===== src/rtl/demux_bus_16_buffered_pkg.sv =====
// Shared constants and helpers for the buffered 1-to-16 bus demultiplexer.
package demux_bus_16_buffered_pkg;

  localparam int unsigned NUM_CH = 16;
  localparam int unsigned SEL_W  = 4;
  localparam int unsigned CNT_W  = 5;

  // LSB of channel k within the flattened DemuxOut bus.
  function automatic int unsigned ch_lsb(input int unsigned k, input int unsigned w);
    return k * w;
  endfunction

endpackage


===== src/rtl/demux_slot.sv =====
// Single-entry holding slot: one data word plus its valid bit, with
// refill-while-draining and clear-on-drain behaviour.
module demux_slot #(
  parameter int NrOfBits = 1
) (
  input  logic                Clock,
  input  logic                Reset,
  input  logic                Load,
  input  logic [NrOfBits-1:0] DataIn,
  input  logic                Ready,
  output logic                Valid,
  output logic [NrOfBits-1:0] DataOut
);

  logic                valid_d, valid_q;
  logic [NrOfBits-1:0] data_d, data_q;

  always_comb begin
    valid_d = valid_q;
    data_d  = data_q;
    if (Load) begin
      // Load wins over a simultaneous drain so a refill has no bubble.
      valid_d = 1'b1;
      data_d  = DataIn;
    end else if (valid_q && Ready) begin
      valid_d = 1'b0;
      data_d  = '0;
    end
  end

  always_ff @(posedge Clock) begin
    if (Reset) begin
      valid_q <= 1'b0;
      data_q  <= '0;
    end else begin
      valid_q <= valid_d;
      data_q  <= data_d;
    end
  end

  assign Valid   = valid_q;
  assign DataOut = valid_q ? data_q : '0;

endmodule


===== src/rtl/demux_bus_16_buffered.sv =====
// Registered 1-to-16 bus demultiplexer with per-channel valid/ready
// handshake and a registered count of full slots.
module demux_bus_16_buffered
  import demux_bus_16_buffered_pkg::*;
#(
  parameter int NrOfBits = 1
) (
  input  logic                         Clock,
  input  logic                         Reset,
  input  logic                         Enable,
  input  logic [NrOfBits-1:0]          DemuxIn,
  input  logic [SEL_W-1:0]             Sel,
  input  logic                         InValid,
  output logic                         InReady,
  output logic [NUM_CH*NrOfBits-1:0]   DemuxOut,
  output logic [NUM_CH-1:0]            OutValid,
  input  logic [NUM_CH-1:0]            OutReady,
  output logic [CNT_W-1:0]             Occupancy
);

  logic              accept;
  logic [NUM_CH-1:0] load;
  logic [NUM_CH-1:0] valid_next;
  logic [CNT_W-1:0]  occupancy_d, occupancy_q;

  always_comb begin
    InReady = ~Reset & Enable & (~OutValid[Sel] | OutReady[Sel]);
    accept  = InValid & InReady;
  end

  // Occupancy is the popcount of the slots' next-state valid bits, so it
  // tracks OutValid exactly without a separate up/down counter.
  always_comb begin
    load        = '0;
    valid_next  = '0;
    occupancy_d = '0;
    for (int unsigned k = 0; k < NUM_CH; k++) begin
      load[k]       = accept && (Sel == SEL_W'(k));
      valid_next[k] = load[k] | (OutValid[k] & ~OutReady[k]);
      occupancy_d   = occupancy_d + CNT_W'(valid_next[k]);
    end
  end

  always_ff @(posedge Clock) begin
    if (Reset) begin
      occupancy_q <= '0;
    end else begin
      occupancy_q <= occupancy_d;
    end
  end

  assign Occupancy = occupancy_q;

  for (genvar g = 0; g < NUM_CH; g++) begin : g_slot
    demux_slot #(
      .NrOfBits(NrOfBits)
    ) u_slot (
      .Clock  (Clock),
      .Reset  (Reset),
      .Load   (load[g]),
      .DataIn (DemuxIn),
      .Ready  (OutReady[g]),
      .Valid  (OutValid[g]),
      .DataOut(DemuxOut[ch_lsb(g, NrOfBits) +: NrOfBits])
    );
  end

endmodule

===== config.mk =====
export PLATFORM = sky130hd
export DESIGN_NAME = demux_bus_16_buffered
export DESIGN_NICKNAME = d
export VERILOG_FILES = /design/src/rtl/demux_bus_16_buffered_pkg.sv /design/src/rtl/demux_slot.sv /design/src/rtl/demux_bus_16_buffered.sv
export SDC_FILE = /design/constraint.sdc
export NUM_CORES = 1
export LEC_CHECK = 0
export ABC_AREA = 1
export BUFFER_PORTS_ARGS = -buffer_cell sky130_fd_sc_hd__buf_4
export CAP_MARGIN = 10
export CORE_UTILIZATION = 54
export CTS_CLUSTER_DIAMETER = 80
export DETAILED_ROUTE_END_ITERATION = 16
export GPL_ROUTABILITY_DRIVEN = 0
export PLACE_DENSITY = 0.89
export SKIP_CTS_REPAIR_TIMING = 1
export SYNTH_ARGS = -nofsm -noshare
export SYNTH_HDL_FRONTEND = slang
export SYNTH_SLANG_ARGS = --single-unit
export TNS_END_PERCENT = 30

===== constraint.sdc =====
create_clock -name Clock -period 11.7 [get_ports Clock]
set_input_delay 2.34 -clock Clock [delete_from_list [all_inputs] [get_ports Clock]]
set_output_delay 2.34 -clock Clock [all_outputs]
set_load 0.01 [all_outputs]

==> run summary <==
SETUP PATH
---------------------------------------------------------------------------------------
Setup Crit Path Kind                                                             in2reg
Crit-path cells                                                            buf_4 -> clkinv_1 -> nand2_1 -> nand2_1 -> nand2_1 -> nand2_1 -> nor2_2 -> nand2_4 -> nand4_2 -> nand2_1 -> fa_1 -> fa_1 -> fa_1 -> inv_1 -> fa_1 -> inv_1 -> ha_1 -> fa_1 -> a21oi_1 -> nor3_1
Number of buffer and inverter stages on the critical path                             4
Maximum fanout encountered on the critical timing path                               16
Slowest CP cell                                                            sky130_fd_sc_hd__fa_1
Worst endpoint data arrival time                                                6.81 ns
Critical Path Start Type                                                      input pin
Req. time, crit path                                                           11.88 ns
Delay of the slowest cell on the worst path                                     0.55 ns
Cell family with most CP delay                                              adder cells
Endpoint kind of the worst setup timing path                                   register

GLOBAL ROUTE
---------------------------------------------------------------------------------------
Most utilized layer in the global route result                                     met2
Antenna violations before repair                                                      0
First-pass GRT wire length                                                     9.922 mm
Global-route track usage on met2                                                 0.3889
Number of global-route vias before repair                                         2,238
Global-route usage over all layers                                               0.2397
Overflow left after global routing                                                    0
Maximum number of pins on one net before global-route repair                         23
Met3 global-route usage                                                         0.05149
GR Layer Usage met1                                                              0.3121

CLOCKING
---------------------------------------------------------------------------------------
Sinks on the clock net                                                               37
CTS tree                                                                            yes
CTS clk-pin slew, worst paths                                                   0.07 ns
Master cell of the clock root buffer                                       sky130_fd_sc_hd__clkbuf_8
Maximum count of clock buffers along a single path                                    2
CTS Buf Count                                                                         5
Deepest level of the CTS H-tree                                                       2
Skew-Pair Late Insertion Delay                                                  0.29 ns

PWR
---------------------------------------------------------------------------------------
Leakage power of the design                                                    2.057 nW
Worst vdd ir                                                                   51.18 µV
Pwr/cell area                                                              79.96 mW/mm²
Power consumption                                                             0.2516 mW
Sw power                                                                     0.06637 mW
Internal power consumption                                                    0.1852 mW
Share of power burned in the clock network                                        0.361
Net switching share of the total power                                           0.2638
Seq pwr share                                                                     0.506
Combinational share of power                                                      0.133

DRT
---------------------------------------------------------------------------------------
Detailed Route WL                                                              6.387 mm
DR vias/cell                                                                      4.998
DRC violation count after routing                                                     0
Average wire per standard cell                                                 11.63 µm
Number of vias after detailed routing                                             2,744
Number of violations reported at the end of detailed-routing iteration 0            168
Number of optimization iterations in the first detailed-route pass                    4
DRT antenna net count                                                                 0

SYNTHESIS
---------------------------------------------------------------------------------------
Nets in the synthesized netlist                                                     497
Cell taking the most area after synthesis                                  sky130_fd_sc_hd__dfxtp_1
Synth warn                                                                            0
Post-synthesis sequential area ratio                                             0.2636
Post-synthesis average cell area                                              6.149 µm²
Summed instance area of the synthesized netlist                            0.002810 mm²
Synthesized instance count                                                          457
Number of synthesized register bits                                                  37
Most area-consuming cells after synthesis                                  sky130_fd_sc_hd__dfxtp_1 26%, sky130_fd_sc_hd__nand2_1 26%, sky130_fd_sc_hd__buf_4 8.5%
Share of the synthesized area in the top cell type                               0.2636
Count of distinct cell types in the synthesized netlist                              23

WORST HOLD PATH
---------------------------------------------------------------------------------------
Hold WC Path Type                                                               reg2reg

TIMING
---------------------------------------------------------------------------------------
RSZ-0062 raised after global routing                                                 no
Slew at the pin closest to its max-slew limit                                 0.5848 ns
Finish-stage setup viols                                                              0
Final Cycle Share                                                                0.5664
Final period demand of the worst path                                          6.627 ns
Worst slew margin                                                                0.6078
Fmax                                                                          150.9 MHz
Hold violation total from the final report                                            0
Worst Clk Skew                                                              0.003564 ns
Number of max-slew violations in the final report                                     0
Setup TNS Final                                                                    0 ns

RUN
---------------------------------------------------------------------------------------
Max-cap violations                                                                    0

CELLS AND AREA
---------------------------------------------------------------------------------------
Fillcell total                                                                      474
Register area                                                                 740.7 µm²
Ant. Diodes                                                                           0
Area occupied by multi-input gates                                         0.001523 mm²
Layout area overhead                                                             11.98%
Share of post-route cells with drive strength above 1                            0.1826
Post-route standard cell area excluding fillers                            0.003147 mm²
Layout net count                                                                    522

PLACED DESIGN
---------------------------------------------------------------------------------------
Placed wire-length estimate after detailed placement                           4.725 mm
# port buffers                                                                       62
Area post-placement                                                        0.003060 mm²

DIE
---------------------------------------------------------------------------------------
Die footprint                                                              0.005497 mm²
I/O Pins                                                                             63
Height of the chip                                                             74.14 µm
Die Width                                                                      74.14 µm
Initial Utilization                                                              0.5759
Core area                                                                  0.004880 mm²
Cell Rows                                                                            25

STATUS
---------------------------------------------------------------------------------------
Run status                                                                 finished, final reports clean

==> per-layer routing <==
layer / share of wire / vias to the layer above
li1: - / 1382
met4: 0.021 / 0
met2: 0.47 / 107
met3: 0.072 / 17
met1: 0.43 / 1238
met5: 0 / -
==> state kept, by name, indices dropped and copies added (netlist names) <==
signal,count
g_slot.u_slot.Valid,16
g_slot.u_slot.data_q,16
Occupancy,5
==> Yosys cell counts <==
cell type                  instances
sky130_fd_sc_hd__a21boi_0          1
sky130_fd_sc_hd__nor3_1            1
sky130_fd_sc_hd__nor2_1           58
sky130_fd_sc_hd__clkbuf_1          5
sky130_fd_sc_hd__nand4_2          10
sky130_fd_sc_hd__buf_2             2
sky130_fd_sc_hd__a21oi_1          15
sky130_fd_sc_hd__inv_2             6
sky130_fd_sc_hd__o21ai_0           5
sky130_fd_sc_hd__buf_4            32
sky130_fd_sc_hd__a21o_1            1
sky130_fd_sc_hd__nand4_1           6
sky130_fd_sc_hd__ha_1              5
sky130_fd_sc_hd__nand2_1         196
sky130_fd_sc_hd__fa_1             10
sky130_fd_sc_hd__nand2_2           1
sky130_fd_sc_hd__nor2_2            1
sky130_fd_sc_hd__buf_1             4
sky130_fd_sc_hd__nand2_4           1
sky130_fd_sc_hd__clkinv_1          4
sky130_fd_sc_hd__dfxtp_1          37
sky130_fd_sc_hd__inv_1            54
sky130_fd_sc_hd__buf_6             2
==> cell type report <==
class | count | share of cell area
sequential | 37 | 0.2354
tap | 67 | 0.02664
clock buffer | 7 | 0.02744
inverter | 64 | 0.07634
multi-input combinational | 311 | 0.4839
timing repair buffer | 63 | 0.1503
==> logic make-up (layout without fill, tap and decap cells) <==
logic type	Yosys count	in the layout	synth area share
compound gates	22	22	0.04096
buf+inv	109	134	0.1946
flops	37	37	0.2636
fa+ha+maj	15	15	0.09350
simple gates	274	274	0.4074
==> power groups by stage <==
stage	Sequential (mW)	Clock, mW	Combinational (mW)
2_1_floorplan	0.130	0	0.0196
3_3_place_gp	0.130	0	0.0318
3_5_place_dp	0.130	0	0.0327
4_1_cts	0.127	0.0920	0.0329
5_1_grt	0.127	0.0961	0.0369
6_report	0.127	0.0908	0.0334
==> worst register-to-register path, cell delays in order, from the launching register on <==
cell and delay, ns:
sky130_fd_sc_hd__dfxtp_1 0.42, sky130_fd_sc_hd__nand2_1 0.07, sky130_fd_sc_hd__nand2_1 0.07, sky130_fd_sc_hd__nand2_1 0.05
sky130_fd_sc_hd__nand2_1 0.07, sky130_fd_sc_hd__nand2_1 0.05, sky130_fd_sc_hd__nand2_1 0.07, sky130_fd_sc_hd__clkinv_1 0.07
sky130_fd_sc_hd__nand2_2 0.08, sky130_fd_sc_hd__nand2_4 0.15, sky130_fd_sc_hd__nand4_2 0.15, sky130_fd_sc_hd__nand2_1 0.11
sky130_fd_sc_hd__fa_1 0.52, sky130_fd_sc_hd__fa_1 0.53, sky130_fd_sc_hd__fa_1 0.55, sky130_fd_sc_hd__inv_1 0.06
sky130_fd_sc_hd__fa_1 0.53, sky130_fd_sc_hd__inv_1 0.04, sky130_fd_sc_hd__ha_1 0.21, sky130_fd_sc_hd__fa_1 0.40
sky130_fd_sc_hd__a21oi_1 0.17, sky130_fd_sc_hd__nor3_1 0.06
==> final timing paths <==
path                             from  depth (start not counted)  slack [ns]                  endpoint
max                            Sel[1]                         20        5.07              Occupancy[4]
min          g_slot[12].u_slot.data_q                          4        0.53  g_slot[12].u_slot.data_q
max reg2reg    g_slot[7].u_slot.Valid                         21        7.15              Occupancy[4]
min reg2reg  g_slot[12].u_slot.data_q                          4        0.53  g_slot[12].u_slot.data_q
==> stage by stage <==
stage	setup slack, ns	cells	hold slack (ns)	utilization
2_1_floorplan	5.250	457	0.5021	-
3_3_place_gp	4.937	542	0.5114	0.6272
3_5_place_dp	4.812	542	0.5168	0.6272
4_1_cts	5.119	549	0.5290	0.6449
5_1_grt	4.783	549	0.5593	0.6449
6_report	5.073	549	0.5258	0.6449
==> cell usage in the layout (no fill, tap or decap) <==
master and instances:
sky130_fd_sc_hd__ha_1 5, sky130_fd_sc_hd__nand4_2 10, sky130_fd_sc_hd__clkbuf_8 6, sky130_fd_sc_hd__nor3_1 1
sky130_fd_sc_hd__a21o_1 1, sky130_fd_sc_hd__dfxtp_1 37, sky130_fd_sc_hd__nand4_1 6, sky130_fd_sc_hd__a21boi_0 1
sky130_fd_sc_hd__buf_4 63, sky130_fd_sc_hd__clkbuf_1 1, sky130_fd_sc_hd__o21ai_0 5, sky130_fd_sc_hd__nand2_2 1
sky130_fd_sc_hd__nor2_1 58, sky130_fd_sc_hd__nand2_4 1, sky130_fd_sc_hd__inv_2 6, sky130_fd_sc_hd__nand2_1 196
sky130_fd_sc_hd__nor2_2 1, sky130_fd_sc_hd__fa_1 10, sky130_fd_sc_hd__clkinv_1 4, sky130_fd_sc_hd__a21oi_1 15
sky130_fd_sc_hd__inv_1 54
No activity file was read; power rests on OpenSTA's default activity.
